--- src/rtl/rv_burst_source_if.sv ---
// Valid/ready stream bundle carried between a producer and a consumer.
// master: the producer drives valid/data/last and receives ready.
// slave: the consumer drives ready and receives valid/data/last.
interface rv_burst_source_if #(
  parameter int DATA_WIDTH = 8
) ();
  logic                  valid_out;
  logic                  ready_in;
  logic [DATA_WIDTH-1:0] data_out;
  logic                  last_out;

  modport master (
    output valid_out,
    output data_out,
    output last_out,
    input  ready_in
  );

  modport slave (
    input  valid_out,
    input  data_out,
    input  last_out,
    output ready_in
  );
endinterface

--- src/rtl/rv_burst_source.sv ---
// rv_burst_source: valid/ready producer that emits a burst of incrementing
// data words on a start command, with an optional idle gap between words.
// valid_out is held high and data_out stays stable until the handshake.
// Every output comes from a register, so nothing depends combinationally
// on ready_in.
// Optional build macro RV_SRC_STALL_CNT_EN adds a 16-bit saturating
// stall_count output. It counts SEND cycles with ready_in low, clears when
// a start is accepted, and holds its value after the burst finishes.
module rv_burst_source #(
  parameter int DATA_WIDTH = 8,
  parameter int LEN_WIDTH  = 8,
  parameter int GAP_WIDTH  = 4
) (
  input  logic                  clk,
  input  logic                  reset,
  rv_burst_source_if.master     bus,
  input  logic                  start,
  input  logic [DATA_WIDTH-1:0] start_value,
  input  logic [LEN_WIDTH-1:0]  burst_len,
  input  logic [GAP_WIDTH-1:0]  gap,
  output logic                  busy,
  output logic                  done
`ifdef RV_SRC_STALL_CNT_EN
  ,
  output logic [15:0]           stall_count
`endif
);

  typedef enum logic [1:0] {
    ST_IDLE = 2'd0,
    ST_SEND = 2'd1,
    ST_GAP  = 2'd2,
    ST_DONE = 2'd3
  } state_t;

  state_t                state_r;
  logic [DATA_WIDTH-1:0] data_r;
  logic [LEN_WIDTH-1:0]  remaining_r;
  logic [GAP_WIDTH-1:0]  gap_reg_r;
  logic [GAP_WIDTH-1:0]  gap_cnt_r;
  logic                  valid_r;
  logic                  last_r;
  logic                  busy_r;
  logic                  done_r;
  logic                  handshake_s;

  assign handshake_s = valid_r & bus.ready_in;

  // Burst sequencer: state, data and counters, plus the registered outputs.
  always_ff @(posedge clk or posedge reset) begin
    if (reset) begin
      state_r     <= ST_IDLE;
      data_r      <= {DATA_WIDTH{1'b0}};
      remaining_r <= {LEN_WIDTH{1'b0}};
      gap_reg_r   <= {GAP_WIDTH{1'b0}};
      gap_cnt_r   <= {GAP_WIDTH{1'b0}};
      valid_r     <= 1'b0;
      last_r      <= 1'b0;
      busy_r      <= 1'b0;
      done_r      <= 1'b0;
    end else begin
      case (state_r)
        ST_IDLE: begin
          done_r <= 1'b0;
          if (start) begin
            if (burst_len != {LEN_WIDTH{1'b0}}) begin
              data_r      <= start_value;
              remaining_r <= burst_len;
              gap_reg_r   <= gap;
              valid_r     <= 1'b1;
              last_r      <= (burst_len == LEN_WIDTH'(1));
              busy_r      <= 1'b1;
              state_r     <= ST_SEND;
            end else begin
              // A zero-length burst sends nothing but still reports done.
              done_r  <= 1'b1;
              state_r <= ST_DONE;
            end
          end else begin
            state_r <= ST_IDLE;
          end
        end

        ST_SEND: begin
          if (handshake_s) begin
            if (remaining_r == LEN_WIDTH'(1)) begin
              valid_r <= 1'b0;
              last_r  <= 1'b0;
              busy_r  <= 1'b0;
              done_r  <= 1'b1;
              state_r <= ST_DONE;
            end else begin
              data_r      <= data_r + DATA_WIDTH'(1);
              remaining_r <= remaining_r - LEN_WIDTH'(1);
              if (gap_reg_r == {GAP_WIDTH{1'b0}}) begin
                // Full rate: the next word is offered in the following cycle.
                last_r  <= (remaining_r == LEN_WIDTH'(2));
                state_r <= ST_SEND;
              end else begin
                valid_r   <= 1'b0;
                last_r    <= 1'b0;
                gap_cnt_r <= gap_reg_r;
                state_r   <= ST_GAP;
              end
            end
          end else begin
            // Hold: the offered word stays untouched until it is taken.
            state_r <= ST_SEND;
          end
        end

        ST_GAP: begin
          if (gap_cnt_r == GAP_WIDTH'(1)) begin
            valid_r <= 1'b1;
            last_r  <= (remaining_r == LEN_WIDTH'(1));
            state_r <= ST_SEND;
          end else begin
            gap_cnt_r <= gap_cnt_r - GAP_WIDTH'(1);
            state_r   <= ST_GAP;
          end
        end

        ST_DONE: begin
          done_r  <= 1'b0;
          state_r <= ST_IDLE;
        end

        default: begin
          valid_r <= 1'b0;
          last_r  <= 1'b0;
          busy_r  <= 1'b0;
          done_r  <= 1'b0;
          state_r <= ST_IDLE;
        end
      endcase
    end
  end

`ifdef RV_SRC_STALL_CNT_EN
  logic [15:0] stall_cnt_r;

  // Saturating count of SEND cycles in which the consumer withheld ready.
  always_ff @(posedge clk or posedge reset) begin
    if (reset) begin
      stall_cnt_r <= 16'h0000;
    end else if ((state_r == ST_IDLE) && start) begin
      stall_cnt_r <= 16'h0000;
    end else if ((state_r == ST_SEND) && !bus.ready_in && (stall_cnt_r != 16'hFFFF)) begin
      stall_cnt_r <= stall_cnt_r + 16'h0001;
    end else begin
      stall_cnt_r <= stall_cnt_r;
    end
  end

  assign stall_count = stall_cnt_r;
`endif

  assign bus.valid_out = valid_r;
  assign bus.data_out  = data_r;
  assign bus.last_out  = last_r;
  assign busy          = busy_r;
  assign done          = done_r;

endmodule
--- src/flat_wrapper.sv ---
// flat-port wrapper written by rule: the top's interface ports become plain ports
module rv_burst_source_flat 
#(
  parameter int DATA_WIDTH = 8,
  parameter int LEN_WIDTH  = 8,
  parameter int GAP_WIDTH  = 4
)
  (clk, reset, start, start_value, burst_len, gap, busy, done, bus_valid_out, bus_data_out, bus_last_out, bus_ready_in);
  rv_burst_source_if #(.DATA_WIDTH(DATA_WIDTH)) bus_i ();
  input  logic clk;
  input  logic reset;
  input  logic start;
  input  logic [DATA_WIDTH-1:0] start_value;
  input  logic [LEN_WIDTH-1:0] burst_len;
  input  logic [GAP_WIDTH-1:0] gap;
  output logic busy;
  output logic done;
  output wire logic [$bits(bus_i.valid_out)-1:0] bus_valid_out;
  output wire logic [$bits(bus_i.data_out)-1:0] bus_data_out;
  output wire logic [$bits(bus_i.last_out)-1:0] bus_last_out;
  input wire logic [$bits(bus_i.ready_in)-1:0] bus_ready_in;
  assign bus_valid_out = bus_i.valid_out;
  assign bus_data_out = bus_i.data_out;
  assign bus_last_out = bus_i.last_out;
  assign bus_i.ready_in = bus_ready_in;
  rv_burst_source #(.DATA_WIDTH(DATA_WIDTH), .LEN_WIDTH(LEN_WIDTH), .GAP_WIDTH(GAP_WIDTH)) u_core (.clk(clk), .reset(reset), .bus(bus_i), .start(start), .start_value(start_value), .burst_len(burst_len), .gap(gap), .busy(busy), .done(done));
endmodule
--- config.mk ---
export PLATFORM = sky130hd
export DESIGN_NAME = rv_burst_source_flat
export DESIGN_NICKNAME = d
export VERILOG_FILES = /design/src/rtl/rv_burst_source_if.sv /design/src/rtl/rv_burst_source.sv /design/src/flat_wrapper.sv
export SDC_FILE = /design/constraint.sdc
export NUM_CORES = 1
export LEC_CHECK = 0
export ABC_CLOCK_PERIOD_IN_PS = 3200
export CORE_MARGIN = 2
export CORE_UTILIZATION = 39
export CTS_BUF_LIST = sky130_fd_sc_hd__clkbuf_8
export CTS_CLUSTER_SIZE = 14
export DETAILED_ROUTE_END_ITERATION = 8
export MAX_ROUTING_LAYER = met4
export SLEW_MARGIN = 10
export SYNTH_ARGS = -nofsm -noshare
export SYNTH_HDL_FRONTEND = slang
export SYNTH_SLANG_ARGS = --single-unit
--- constraint.sdc ---
create_clock -name clk -period 3.2 [get_ports clk]
set_clock_uncertainty 0.15 [all_clocks]
set_input_delay 0.64 -clock clk [delete_from_list [all_inputs] [get_ports clk]]
set_output_delay 0.64 -clock clk [all_outputs]
set_load 0.005 [all_outputs]
==> results.md <==
- Status: completed
- Final RePlAce weighted congestion: slightly below 0.9
- Sinks on Clock Net: 30
- Largest net degree at the start of global routing: 31
- Total CTS buffers: 5
- EDFF count, synth: 0
- Mean Syn Cell Area: roughly 9.3 sq um
- Clk pwr share: between 15 and 20%
- Die height: approximately 76 um
- Switch share: 40.7%
- Sequential standard cell area: ~750 sq um
- CP Max Fanout: 9
- Clock Tree Buf Depth: 2
- Mean routed wirelength per cell: about 16 um
- Clock Pin Slew Worst Setup and Hold Paths: 0.07 ns
- Final TNS setup: 0 ns
- Switch Pwr: approximately 1000 uW
- Multi-input gate area: ~1200 sq um
- Port bufs: 35
- Nets: between 200 and 300
- CTS tree: yes
- Tot Pwr: 2510 uW
- Number of placed cells counting well taps: 323
- Via-to-Cell Ratio: ~5.6
- Final Hold Violating Endpoints: 0
- Post-synth top flop: dfrtp_1
- Max cap viols: 0
- Core Rows: 26
- Layout cells sized above 1: between 10% and 20%
- Worst Tran Pin Value: 0.701 ns
- First-pass iteration count of the detailed router: 4
- Rel. slew slack: a little over half
- Final core occ: roughly half
- Crit Path Category: in -> reg
- GRT Residual Overflow: 0
- Root Driver: clkbuf_8
- Post-synthesis register bit count: 30
- Cells after synthesis: 220
- Post-synthesis sequential area ratio: about 37%
- Gr usage total: between 10% and 20%
- Unrepaired setup endpoints after global routing: no
- CTS hold repair buffers: 0
- PostCTS Resize Cnt: 0
- Remaining antenna violation count after routing: 0
- Max IR drop VDD: between 0.3 and 0.4 mV
- Internal power: 1490 uW
- First-pass GRT wire length: around 9000 um
- Core area: approximately 5100 sq um
- Pwr Density: 957 nW/um^2
- Setup violations, final: 0
- Drt drc: 0
- Vias in the first global route: ~1800
- Final period util: between 70% and 80%
- DIE AREA: between 5000 and 6000 sq um
- Antenna diode count: 0
- Final min period: roughly 2.5 ns
- Die W: about 76 um
- Yosys synthesis warning count: 0
- Vias: 1862
- Arr. time, crit path: around 2.6 ns
- Clk_lat worst skew: just under 0.3 ns
- Asr flop ratio synth: 100%
- Post-synth cell types: 59
- Mapped cell area: 2050 sq um
- Htree depth: 2
- Startpoint Class: primary input
- F_max: 393 MHz
- Hpwl dp: around 3900 um
- FILL cells: around 480
- Post-CTS Setup Bufs: 0
- Antenna violations before repair: 0
- Iter 0 DRT Violations: 87
- CP required: 3.20 ns
- Area Overhead vs Synth: 28.1%
- Comb pwr share: 50.2%
- I/O pins: 36
- Reg power frac: between 30% and 40%
- Post-Layout Cell Count: 331
- Starting Density: between 40% and 50%
- Tightest Hold Check Type: reg -> reg
- Syn Nets: 255
- Leakage: 0.00108 uW
- Final WL: 5390 um
- Final Max Slew Viols: 0
- CP endpoint kind: flop
## registers in the layout (all words and copies together) (netlist names)
signal / count
u_core.bus.data_out: 8
u_core.bus.last_out: 1
u_core.bus.valid_out: 1
u_core.busy: 1
u_core.done: 1
u_core.gap_cnt_r: 4
u_core.gap_reg_r: 4
u_core.remaining_r: 8
u_core.state_r: 2
## synthesized netlist by cell type, drive strengths merged, types with 3 or more instances
| master | count | area [sq um] |
|---|---|---|
| or4 | 3 | 30.0 |
| nor3b | 3 | 22.5 |
| dfrtp | 30 | 751 |
| nor2 | 15 | 58.8 |
| a22o | 3 | 26.3 |
| ha | 11 | 138 |
| nor4 | 4 | 25.0 |
| o22ai | 5 | 31.3 |
| inv | 15 | 56.3 |
| a211oi | 3 | 27.5 |
| a21o | 3 | 22.5 |
| a21oi | 20 | 104 |
| nor3 | 6 | 30.0 |
| o2bb2ai | 3 | 26.3 |
| and3 | 5 | 31.3 |
| o32ai | 3 | 26.3 |
| clkbuf | 4 | 15.0 |
| nand2 | 16 | 62.6 |
| o21ai | 19 | 118 |
| nand3 | 4 | 20.0 |
| buf | 3 | 27.5 |
| mux2 | 8 | 93.8 |
| mux2i | 3 | 30.0 |
## layer usage
metal  GRT usage [%]  share of wire [%]  vias up
li1                -                  -      905
met1            28.1                 49      906
met2            28.8                 46       43
met3            3.91                3.7        8
met4            6.55                1.6        0
met5               -                  0        -
## cell type report
class                      count  share of cell area (%)
multi-input combinational    168                    45.7
sequential                    30                    28.6
timing repair buffer          40                    14.8
tap                           70                    3.34
clock buffer                   6                    3.15
clock inverter                 2                    2.29
inverter                      15                    2.14
## worst max-delay path, cell delays in order
cell and delay [ns]:
clkdlybuf4s50_1 0.52, or4_4 0.60, o21bai_4 0.18, buf_4 0.21, o21a_4 0.20, a21oi_1 0.05
a2bb2oi_1 0.14
## placed cells by master (no fill, tap or decap), types with 3 or more instances in the layout
cell type | netlist | routed
o21ai_2 | 3 | 3
nand2_1 | 15 | 15
nor2_1 | 14 | 14
nor4_1 | 4 | 4
clkdlybuf4s50_1 | 0 | 35
mux2i_1 | 3 | 3
nand3_1 | 4 | 4
mux2_2 | 7 | 7
buf_4 | 0 | 5
dfrtp_1 | 30 | 30
clkbuf_8 | 0 | 6
a22o_1 | 3 | 3
a21o_1 | 3 | 3
o22ai_1 | 5 | 5
nor3_1 | 6 | 6
inv_1 | 15 | 15
o2bb2ai_1 | 3 | 3
and3_1 | 5 | 5
ha_1 | 11 | 11
o32ai_1 | 3 | 3
o21ai_0 | 14 | 14
a21oi_1 | 19 | 19
nor3b_1 | 3 | 3
## cell families after synthesis
| family | share of synthesized area, % |
|---|---|
| DFF | 36.6 |
| and+or+nand+nor | 18.1 |
| muxes | 6.04 |
| adders and majority gates | 6.72 |
| buffers and inverters | 4.82 |
| AOI/OAI and AO/OA | 27.7 |
## through the flow
stage               setup WS, ns  cell area, sq um  hold WS, ns
floorplan                  0.961              2050        0.345
global placement           0.396              2480        0.344
detailed placement         0.358              2480        0.353
CTS                        0.674              2630        0.379
global route               0.616              2630        0.398
finish                     0.655              2630        0.368
## worst paths after layout
check / from / to / slack, ns / cells after the start
max in group asynchronous: reset / u_core.remaining_r[1] / 2.03 / 3
max: burst_len[0] / u_core.bus.data_out[6] / 0.65 / 7
min in group asynchronous: reset / u_core.gap_reg_r[2] / 0.58 / 3
min reg2reg: u_core.bus.last_out / u_core.bus.last_out / 0.37 / 1
max reg2reg: u_core.remaining_r[1] / u_core.done / 0.81 / 7
min: u_core.bus.last_out / u_core.bus.last_out / 0.37 / 1
## power by group through the flow
stage               registers, uW  logic (uW)  clock network (uW)
detailed placement            765        1260                   0
floorplan                     717         895                   0
global route                  794        1410                 515
CTS                           760        1260                 498
finish                        762        1260                 489
global placement              767        1250                   0
Power figures use the tool's default switching activity.
